File: src/rtl/pipe_stage_skid_pkg.sv
// Shared definitions for the skid-buffered pipeline stage: occupancy states
// and the control value presented while the stage holds no entry.
package pipe_stage_skid_pkg;

  typedef enum logic [1:0] {
    ST_EMPTY = 2'd0,
    ST_FULL  = 2'd1,
    ST_SKID  = 2'd2
  } stage_state_e;

  // Wide enough for any control bundle; users slice it down to CTRL_W.
  localparam int CTRL_MAX_W = 256;
  localparam logic [CTRL_MAX_W-1:0] CTRL_BUBBLE = '0;

endpackage

File: src/rtl/pipe_stage_skid_sat_counter.sv
// Up-counter that sticks at all-ones; cleared only by reset.
module pipe_stage_skid_sat_counter #(
  parameter int CNT_W = 8
) (
  input  logic             clk_i,
  input  logic             rst_i,
  input  logic             inc_i,
  output logic [CNT_W-1:0] cnt_o
);

  localparam logic [CNT_W-1:0] CNT_ONE = {{(CNT_W-1){1'b0}}, 1'b1};

  logic [CNT_W-1:0] cnt_reg;
  logic [CNT_W-1:0] cnt_next;

  always_comb begin
    cnt_next = cnt_reg;
    if (inc_i && (cnt_reg != {CNT_W{1'b1}})) begin
      cnt_next = cnt_reg + CNT_ONE;
    end
  end

  always_ff @(posedge clk_i or posedge rst_i) begin
    if (rst_i) begin
      cnt_reg <= '0;
    end else begin
      cnt_reg <= cnt_next;
    end
  end

  assign cnt_o = cnt_reg;

endmodule

File: src/rtl/pipe_stage_skid.sv
// Pipeline stage register with valid/ready handshake, one-entry skid buffer,
// synchronous flush and a saturating back-pressure counter.
module pipe_stage_skid
  import pipe_stage_skid_pkg::*;
#(
  parameter int DATA_W = 128,
  parameter int CTRL_W = 8,
  parameter int CNT_W  = 8
) (
  input  logic              clk_i,
  input  logic              rst_i,
  input  logic              in_valid_i,
  output logic              in_ready_o,
  input  logic [DATA_W-1:0] in_data_i,
  input  logic [CTRL_W-1:0] in_ctrl_i,
  input  logic              flush_i,
  output logic              out_valid_o,
  input  logic              out_ready_i,
  output logic [DATA_W-1:0] out_data_o,
  output logic [CTRL_W-1:0] out_ctrl_o,
  output logic [CNT_W-1:0]  stall_cnt_o
);

  localparam logic [CTRL_W-1:0] CTRL_BUBBLE_W = CTRL_BUBBLE[CTRL_W-1:0];

  stage_state_e      state_reg, state_next;
  logic              in_ready_reg;
  logic [DATA_W-1:0] main_data_reg, skid_data_reg;
  logic [CTRL_W-1:0] main_ctrl_reg, skid_ctrl_reg;

  logic main_valid;
  logic acc, ret;
  logic load_main_in, load_main_skid, load_skid;

  assign main_valid = (state_reg != ST_EMPTY);
  assign acc        = in_valid_i & in_ready_reg;
  assign ret        = main_valid & out_ready_i;

  always_comb begin
    state_next     = state_reg;
    load_main_in   = 1'b0;
    load_main_skid = 1'b0;
    load_skid      = 1'b0;
    if (flush_i) begin
      state_next = ST_EMPTY;
    end else begin
      case (state_reg)
        ST_EMPTY: begin
          if (acc) begin
            state_next   = ST_FULL;
            load_main_in = 1'b1;
          end
        end
        ST_FULL: begin
          if (acc && ret) begin
            load_main_in = 1'b1;
          end else if (acc) begin
            state_next = ST_SKID;
            load_skid  = 1'b1;
          end else if (ret) begin
            state_next = ST_EMPTY;
          end
        end
        ST_SKID: begin
          // in_ready is low here, so only the skid can move forward.
          if (ret) begin
            state_next     = ST_FULL;
            load_main_skid = 1'b1;
          end
        end
        default: state_next = ST_EMPTY;
      endcase
    end
  end

  always_ff @(posedge clk_i or posedge rst_i) begin
    if (rst_i) begin
      state_reg     <= ST_EMPTY;
      in_ready_reg  <= 1'b1;
      main_data_reg <= '0;
      main_ctrl_reg <= '0;
      skid_data_reg <= '0;
      skid_ctrl_reg <= '0;
    end else begin
      state_reg    <= state_next;
      in_ready_reg <= (state_next != ST_SKID);
      if (load_main_in) begin
        main_data_reg <= in_data_i;
        main_ctrl_reg <= in_ctrl_i;
      end else if (load_main_skid) begin
        main_data_reg <= skid_data_reg;
        main_ctrl_reg <= skid_ctrl_reg;
      end
      if (load_skid) begin
        skid_data_reg <= in_data_i;
        skid_ctrl_reg <= in_ctrl_i;
      end
    end
  end

  assign in_ready_o  = in_ready_reg;
  assign out_valid_o = main_valid;
  assign out_data_o  = main_data_reg;

  // Downstream must never see stale write enables from an empty stage.
  genvar gi;
  generate
    for (gi = 0; gi < CTRL_W; gi = gi + 1) begin : g_ctrl_gate
      assign out_ctrl_o[gi] = main_valid ? main_ctrl_reg[gi] : CTRL_BUBBLE_W[gi];
    end
  endgenerate

  pipe_stage_skid_sat_counter #(
    .CNT_W(CNT_W)
  ) u_stall_cnt (
    .clk_i (clk_i),
    .rst_i (rst_i),
    .inc_i (main_valid & ~out_ready_i),
    .cnt_o (stall_cnt_o)
  );

endmodule

File: config.mk
export PLATFORM = sky130hd
export DESIGN_NAME = pipe_stage_skid
export DESIGN_NICKNAME = d
export VERILOG_FILES = /design/src/rtl/pipe_stage_skid_pkg.sv /design/src/rtl/pipe_stage_skid_sat_counter.sv /design/src/rtl/pipe_stage_skid.sv
export SDC_FILE = /design/constraint.sdc
export NUM_CORES = 1
export LEC_CHECK = 0
export CAP_MARGIN = 20
export CORE_ASPECT_RATIO = 0.75
export CORE_UTILIZATION = 39
export CTS_CLUSTER_SIZE = 24
export DETAILED_ROUTE_END_ITERATION = 10
export GPL_ROUTABILITY_DRIVEN = 0
export GPL_TIMING_DRIVEN = 0
export PLACE_DENSITY = 0.66
export SYNTH_ARGS = -nofsm -noshare
export SYNTH_HDL_FRONTEND = slang
export SYNTH_SLANG_ARGS = --single-unit
File: constraint.sdc
create_clock -name clk_i -period 28.1 [get_ports clk_i]
set_input_delay 8.43 -clock clk_i [delete_from_list [all_inputs] [get_ports clk_i]]
set_output_delay 8.43 -clock clk_i [all_outputs]
set_load 0.02 [all_outputs]
* Word level (Yosys, flattened, before mapping)
Index checks and enable logic that the tools add are counted. W data, S select, Z words.
Word-level totals: flip-flop bits (word level) 283, input bits 141, logic and storage cells 50
Cells by class: add/subtract/negate cells 1, equal/unequal tests 4, multiplexer cells 29, bitwise logic cells 4, reduce and logical (&&, ||, !) cells 5
Operators with widths (number):
- $mux W128 | 2
- $mux W1 | 17
- $mux W8 | 2
- $mux W2 | 6
- $add A8 B1 Y8 const B | 1
- $ne A8 B8 Y1 const B | 1
- $pmux W2 S3 | 1
- $reduce_bool A2 Y1 | 2
- $and A1 B1 Y1 | 3
- $eq A2 B1 Y1 const B | 1
- $eq A2 B2 Y1 const B | 1
- $logic_and A1 B1 Y1 | 2
- $logic_not A2 Y1 | 1
- $ne A2 B2 Y1 const B | 1
- $pmux W1 S2 | 1
- $not A1 Y1 | 1

* Depth between registers and ports, before layout
Gate-level depths: netlist (run 1).
depth after elaboration 8, mapped depth 7

* Modules after synthesis
Synthesis (run 1) repeated with hierarchy kept, for this count alone.
Second synthesis, totals: cells, all modules 792, area, all modules 12493.2 µm²
By module, submodules not included:
- pipe_stage_skid | times used 1, cells an instance 754, area each 12074.1 µm²
- pipe_stage_skid_sat_counter | times used 1, cells an instance 38, area each 419.2 µm²

* Least setup slack after synthesis (run 1)
OpenSTA, ideal clock, no wires.
path type input-to-reg, from input port in_valid_i, to register skid_data_reg[100], library setup time 127 ps, arrival time 9512 ps, slack 18461 ps, cell stages on the path 6, path buffers 2, cells stage by stage nand2_1 nor3b_2 nand2_1 buf_2 buf_6 mux2_1
Between the ends: cells in the longest elaborated chain, start to end 5, elaborated cells on any way between the ends 6, those cells by class mux: 4; bitwise: 1; reduce/logical: 1
Ends and longest elaborated chain:
- start: declaration | line pipe_stage_skid.sv:12 | input logic in_valid_i,
- $and A1 B1 Y1 (*) | line pipe_stage_skid.sv:36 | assign acc = in_valid_i & in_ready_reg;
- $mux W1 or $logic_and A1 B1 Y1 (tied branches) | line pipe_stage_skid.sv:57, pipe_stage_skid.sv:55
- $mux W1 (*) | line pipe_stage_skid.sv:55 | if (acc && ret) begin
- $mux W1 (*) | line pipe_stage_skid.sv:47 | case (state_reg)
- $mux W1 (*) | line pipe_stage_skid.sv:44 | if (flush_i) begin
- end signal: assignment | line pipe_stage_skid.sv:95 | skid_data_reg <= in_data_i;
- end: declaration | line pipe_stage_skid.sv:28 | logic [DATA_W-1:0] main_data_reg, skid_data_reg;
Every way passes the cells marked *; elsewhere a longest branch is shown, timed or not. A chain may end at the register's enable or synchronous reset.

* Worst setup path in the final report (run 1)
from register state_reg[1], to output port out_ctrl_o[7]
Between the ends: cells in the longest elaborated chain, start to end 2
Ends and longest elaborated chain:
- start: declaration | line pipe_stage_skid.sv:26 | stage_state_e state_reg, state_next;
- start signal: assignment | line pipe_stage_skid.sv:85 | state_reg <= state_next;
- $reduce_bool A2 Y1 | line pipe_stage_skid.sv:35 | assign main_valid = (state_reg != ST_EMPTY);
- $mux W1 | line pipe_stage_skid.sv:109 | assign out_ctrl_o[gi] = main_valid ? main_ctrl_reg[gi] : CTRL_BUBBLE_W[gi];
- end: declaration | line pipe_stage_skid.sv:20 | output logic [CTRL_W-1:0] out_ctrl_o,
Every way passes these cells.

==> impl_metrics.py, run 1 <==
metrics = {
    "run_status": {
        "status": "completed",
    },
    "clock_network": {
        "clkTransAtPathRegs_ns": 0.06,
        "cts_tree": "built",
        "htreeDepth": 1,
        "ctsHoldBuffers": 0,
        "cts.sink_count": 283,
        "post_cts_buffers": 0,
        "clk_latency_ns": 0.55,
        "cts_resized": 0,
        "cts_made_buffers": 29,
        "cts.path.max_buffers": 3,
        "clock-root-buffer": "clkbuf_16",
    },
    "global_route": {
        "grt_pass1_vias": 7822,
        "grt_max_degree": 105,
        "grt-ovfl-total": 0,
        "antenna_found_initial": 0,
        "grtUsageTotal_pct": 18.9,
        "grt_first_pass_wirelength_um": 44900,
    },
    "logic_synthesis": {
        "post_synth.cell_area_avg_um2": 14.4,
        "synthesis.area_mm2": 0.0116,
        "synth-seq-cells": 283,
        "synth.distinct_cells": 31,
        "synth_nets": 943,
        "ys_warn_count": 0,
        "yosys.area.top_type_share_pct": 61.1,
        "syn_inst": 801,
        "synth_area_leaders": "dfrtp_1 61%, a22o_1 10%, mux2_2 9.6%",
        "ys_seq_area_share_pct": 61.3,
        "yosys.area.top_type": "dfrtp_1",
    },
    "critical_path": {
        "reg2reg_depth": 6,
        "startpoint": "state_reg[1]$_DFF_PP0_",
        "cp_max_fo": 9,
        "crit_type": "flip-flop to output pin",
        "rr_endpoint": "skid_data_reg[93]$_DFFE_PP0P_",
        "endpoint": "out_ctrl_o[7]",
        "reg2reg_from": "in_ready_o$_DFF_PP1_",
        "reg2reg_slack_ns": 25.93,
        "end_kind": "output pin",
        "worstPathArrival_ns": 2.33,
        "required_ns": 19.67,
        "worstSetupStartpointType": "flip-flop",
    },
    "route": {
        "wl_met2_um": 12500,
        "routedLengthMet1_um": 13600,
        "wl_met3_um": 1870,
        "drc": 0,
        "first_pass_iters": 4,
        "routedWlPerCell_um": 18.7,
        "vias": 7852,
        "wl_um": 28600,
        "ant_nets": 0,
        "vias_per_cell": 5.13,
        "drt_iter0_drc": 270,
        "top_layer_used": "met4",
    },
    "pwr": {
        "switching_share_pct": 27.3,
        "power_frac_comb_pct": 22.8,
        "totalPowerFinal_mw": 1.21,
        "switchingPower_uw": 331,
        "pwr-share-seq_pct": 46.3,
        "p_leak_nw": 7.72,
        "peakVddDrop_mv": 0.0610,
        "clkPwrFrac_pct": 30.9,
        "p_per_area_mw_per_mm2": 76.2,
        "p_int_uw": 880,
    },
    "floorplanning": {
        "initial_core_util_pct": 39.7,
        "row_count": 54,
        "core_mm2": 0.0291,
        "floorplan.die.width_um": 201,
        "die_area_mm2": 0.0303,
        "num_io_pins": 287,
        "dieHeight_um": 151,
    },
    "place": {
        "io_buffers": 286,
        "dp_slack_ns": 17.46,
        "place_inst": 1481,
        "hpwl_um": 19800,
        "dpl_cell_area_mm2": 0.0150,
    },
    "finish": {
        "fillCellCount": 2490,
        "drive_gt1_share_pct": 18.2,
        "final_nets": 1262,
        "areaGrowthSynthToFinish_pct": 37.4,
        "diodes": 0,
        "design_area_mm2": 0.0159,
        "post-route-util_pct": 54.5,
        "finalNonFillerCells": 1530,
    },
    "timing": {
        "setup_ws_ns": 17.34,
        "whs_ns": 0.470,
        "rsz0062_at_grt": "no",
        "setup_tns_ns": 0,
        "tightest_slew_ns": 0.764,
        "slew_headroom_pct": 48.9,
        "min_period_over_period_pct": 38.3,
        "fin_skew_ns": 0.00935,
        "final.min_clock_period_ns": 10.76,
        "fmax_mhz": 93.0,
        "final-hold-violation-count": 0,
        "setup_violations": 0,
        "finalMaxSlewViolations": 0,
    },
    "min_path": {
        "hp-class": "flip-flop to flip-flop",
    },
    "flow_run": {
        "max-cap-violations": 0,
    },
}
==> area by class of cell <==
class | instances | area (µm²) | area share (%)
flip-flops and latches | 283 | 7080 | 44.6
multi-input cells | 457 | 4080 | 25.7
repair buffers | 288 | 2920 | 18.4
clock buffers | 41 | 811 | 5.11
well taps | 392 | 490 | 3.09
plain buffers | 58 | 385 | 2.43
clock inverters | 8 | 96.3 | 0.607
inverters | 3 | 18.8 | 0.118
==> Yosys cell counts <==
master	instances
buf_2	41
nor2b_1	9
o21ai_0	2
a22o_1	136
o21a_1	1
nand2_1	5
a21oi_1	2
a21o_1	136
nor2_4	1
buf_4	3
o21ba_2	1
xor2_1	5
nor2_2	1
nor3b_2	1
dfstp_2	1
nor2b_2	1
buf_6	14
and3_1	3
nand4_1	2
nor3_1	1
nor2_1	5
mux2_2	98
xnor2_1	1
inv_1	3
mux2_1	40
nand3b_1	1
dfrtp_1	282
ha_1	1
nand3_1	2
nor4_2	1
nor3b_1	1
==> kinds of logic after synthesis <==
logic type | synth area share, %
flops | 61.3
compound gates | 19.5
mux | 13.4
buf+inv | 3.43
simple gates | 1.79
xor+xnor | 0.455
fa+ha+maj | 0.108
==> critical path: stages, from the launching register on <==
cell and delay [ns]:
dfrtp_1 0.46, nor2_1 0.62, nor2b_1 0.10, clkdlybuf4s50_1 0.60
==> metal layers <==
metal  track usage, %  vias up
met5                0        -
met1             27.2     3984
met4             4.50        0
met2             28.0      199
li1                 -     3623
met3             5.49       46
==> worst min path at each step <==
stage               slack [ns]                          from  cells past startpoint                           end
detailed placement        0.46  main_ctrl_reg[5]$_DFFE_PP0P_                      1  main_ctrl_reg[5]$_DFFE_PP0P_
finish                    0.47  main_ctrl_reg[4]$_DFFE_PP0P_                      1  main_ctrl_reg[4]$_DFFE_PP0P_
global placement          0.45  main_ctrl_reg[3]$_DFFE_PP0P_                      1  main_ctrl_reg[3]$_DFFE_PP0P_
floorplan                 0.44  main_ctrl_reg[0]$_DFFE_PP0P_                      1  main_ctrl_reg[0]$_DFFE_PP0P_
global route              0.49    out_data_o[75]$_DFFE_PP0P_                      1    out_data_o[75]$_DFFE_PP0P_
CTS                       0.47  main_ctrl_reg[5]$_DFFE_PP0P_                      1  main_ctrl_reg[5]$_DFFE_PP0P_
==> power groups by stage <==
stage                     Combinational, mW  Clock, mW  Sequential (mW)
after floorplan                       0.109          0            0.601
after global placement                0.274          0            0.563
after detailed placement              0.280          0            0.566
after CTS                             0.281      0.385            0.560
after global routing                  0.297      0.401            0.573
final                                 0.276      0.374            0.560
==> placed cells by master, fill, tap and decap left out, types with 2 or more instances in the layout <==
cell and n:
buf_16 2, clkbuf_8 4, nand4_1 2, clkdlybuf4s50_1 286
mux2_1 40, buf_4 3, a22o_1 136, clkbuf_1 8
o21ai_0 2, mux2_2 98, a21oi_1 2, inv_1 2
dfrtp_1 282, nor2_1 5, nand2_1 5, bufinv_16 2
clkbuf_16 29, buf_6 14, a21o_1 136, nor2b_1 9
nand3_1 2, xor2_1 5, clkinv_2 4, and3_1 3
buf_2 41
No activity file was read; power rests on OpenSTA's default activity.
==> run 2: changes to the inputs <==
==> constraint.sdc (replaced) <==
create_clock -name clk_i -period 10.3 [get_ports clk_i]
set_input_delay 3.09 -clock clk_i [delete_from_list [all_inputs] [get_ports clk_i]]
set_output_delay 3.09 -clock clk_i [all_outputs]
set_load 0.02 [all_outputs]
==> impl_metrics.py, run 2 (synthesis results as in run 1) <==
metrics = {
    "clock_network": {
        "cts_resized": 0,
        "cts_tree": "built",
        "cts_made_buffers": 30,
        "clkTransAtPathRegs_ns": 0.06,
        "htreeDepth": 1,
        "clk_latency_ns": 0.55,
        "clock-root-buffer": "clkbuf_16",
        "ctsHoldBuffers": 0,
        "cts.path.max_buffers": 3,
        "post_cts_buffers": 0,
        "cts.sink_count": 283,
    },
    "timing": {
        "rsz0062_at_grt": "no",
        "tightest_slew_ns": 0.775,
        "final-hold-violation-count": 0,
        "fmax_mhz": 184,
        "setup_violations": 0,
        "fin_skew_ns": 0.00896,
        "final.min_clock_period_ns": 5.43,
        "setup_tns_ns": 0,
        "min_period_over_period_pct": 52.7,
        "slew_headroom_pct": 48.2,
        "finalMaxSlewViolations": 0,
    },
    "global_route": {
        "grtUsageTotal_pct": 19.3,
        "grt_max_degree": 41,
        "grt_first_pass_wirelength_um": 46000,
        "antenna_found_initial": 0,
        "grt_pass1_vias": 8324,
        "grt-ovfl-total": 0,
    },
    "route": {
        "vias": 7929,
        "vias_per_cell": 5.14,
        "first_pass_iters": 4,
        "drt_iter0_drc": 244,
        "wl_um": 29200,
        "ant_nets": 0,
        "routedWlPerCell_um": 18.9,
        "drc": 0,
    },
    "critical_path": {
        "required_ns": 7.21,
        "slowest_stage": "nor2_1",
        "cp_cell_sequence": "nor2_1, nor2b_1, clkdlybuf4s50_1",
        "end_kind": "output pin",
        "cp_max_fo": 9,
        "cpPeakStageDelay_ns": 0.62,
        "crit_type": "flip-flop to output pin",
        "worstPathArrival_ns": 2.34,
        "worstSetupStartpointType": "flip-flop",
    },
    "pwr": {
        "peakVddDrop_mv": 0.168,
        "p_leak_nw": 7.82,
        "p_per_area_mw_per_mm2": 211,
    },
    "place": {
        "dpl_cell_area_mm2": 0.0151,
        "io_buffers": 286,
        "hpwl_um": 20600,
    },
    "run_status": {
        "status": "completed",
    },
    "floorplanning": {
        "row_count": 54,
        "core_mm2": 0.0291,
        "die_area_mm2": 0.0303,
        "num_io_pins": 287,
        "initial_core_util_pct": 39.7,
        "floorplan.die.width_um": 201,
        "dieHeight_um": 151,
    },
    "finish": {
        "final_common_cell": "clkdlybuf4s50_1",
        "final_cell_mix": "286 x clkdlybuf4s50_1, 282 x dfrtp_1, 136 x a22o_1, 136 x a21o_1, 98 x mux2_2",
        "design_area_mm2": 0.0161,
        "areaGrowthSynthToFinish_pct": 39.3,
        "diodes": 0,
        "post-route-util_pct": 55.3,
        "final_nets": 1269,
        "drive_gt1_share_pct": 19.2,
    },
    "min_path": {
        "hp-class": "flip-flop to flip-flop",
    },
    "flow_run": {
        "max-cap-violations": 0,
    },
}
==> run 2: cell types whose count changed in the layout (fill, tap and decap cells not counted), moves of 2 or more <==
| cell | change |
|---|---|
| buf_12 | +8 |
| buf_16 | -2 |
| clkbuf_1 | -2 |
| clkbuf_16 | +2 |
| clkbuf_8 | +5 |
| clkinvlp_4 | +2 |
==> run 2: worst max-delay path, delay by kind of cell (launching register included) <==
kind	cells	cell delay, ns
flip-flops	1	0.45
buffers and inverters	1	0.62
AND/OR/NAND/NOR	2	0.72
==> run 2: report_power, final <==
| group | internal (mW) | switching, mW | leakage, nW | total [mW] |
|---|---|---|---|---|
| Combinational | 0.429 | 0.336 | 3.81 | 0.764 |
| Clock | 0.663 | 0.435 | 0.502 | 1.10 |
| Sequential | 1.38 | 0.147 | 3.50 | 1.53 |
==> run 2: area by class of cell <==
cell class	count	area, µm²
inverters	3	15.0
clock buffers	46	922
fillers	2437	13000
multi-input cells	457	4080
clock inverters	9	100
flip-flops and latches	283	7080
plain buffers	58	385
repair buffers	294	3020
well taps	392	490
==> run 2: worst paths after layout <==
kind,from,cells after the start,end,slack [ns]
max,state_reg[1]$_DFF_PP0_,3,out_ctrl_o[0],4.87
min,main_ctrl_reg[5]$_DFFE_PP0P_,1,main_ctrl_reg[5]$_DFFE_PP0P_,0.47
max reg2reg,in_ready_o$_DFF_PP1_,6,skid_data_reg[103]$_DFFE_PP0P_,8.06
min reg2reg,main_ctrl_reg[5]$_DFFE_PP0P_,1,main_ctrl_reg[5]$_DFFE_PP0P_,0.47
max in group asynchronous,rst_i,6,out_data_o[19]$_DFFE_PP0P_,6.13
min in group asynchronous,rst_i,2,u_stall_cnt.cnt_o[1]$_DFFE_PP0P_,2.91
==> run 2: through the flow <==
| step | setup WS [ns] | hold WS, ns | total power [mW] | cells |
|---|---|---|---|---|
| final | 4.87 | 0.467 | 3.39 | 1542 |
| after global placement | 1.20 | 0.450 | 2.29 | 1479 |
| after detailed placement | 4.93 | 0.457 | 2.32 | 1487 |
| after global routing | 4.72 | 0.486 | 3.56 | 1542 |
| after floorplan | 3.46 | 0.441 | 1.94 | 801 |
| after CTS | 4.78 | 0.471 | 3.44 | 1542 |
==> run 2: per-layer routing <==
metal  GRT usage [%]  part of all wire [%]  wire, µm
met5               0                     0         0
met4            4.35                   1.9       550
met3            6.56                   7.8      2270
met2            30.2                    46     13300
met1            25.9                    45     13000
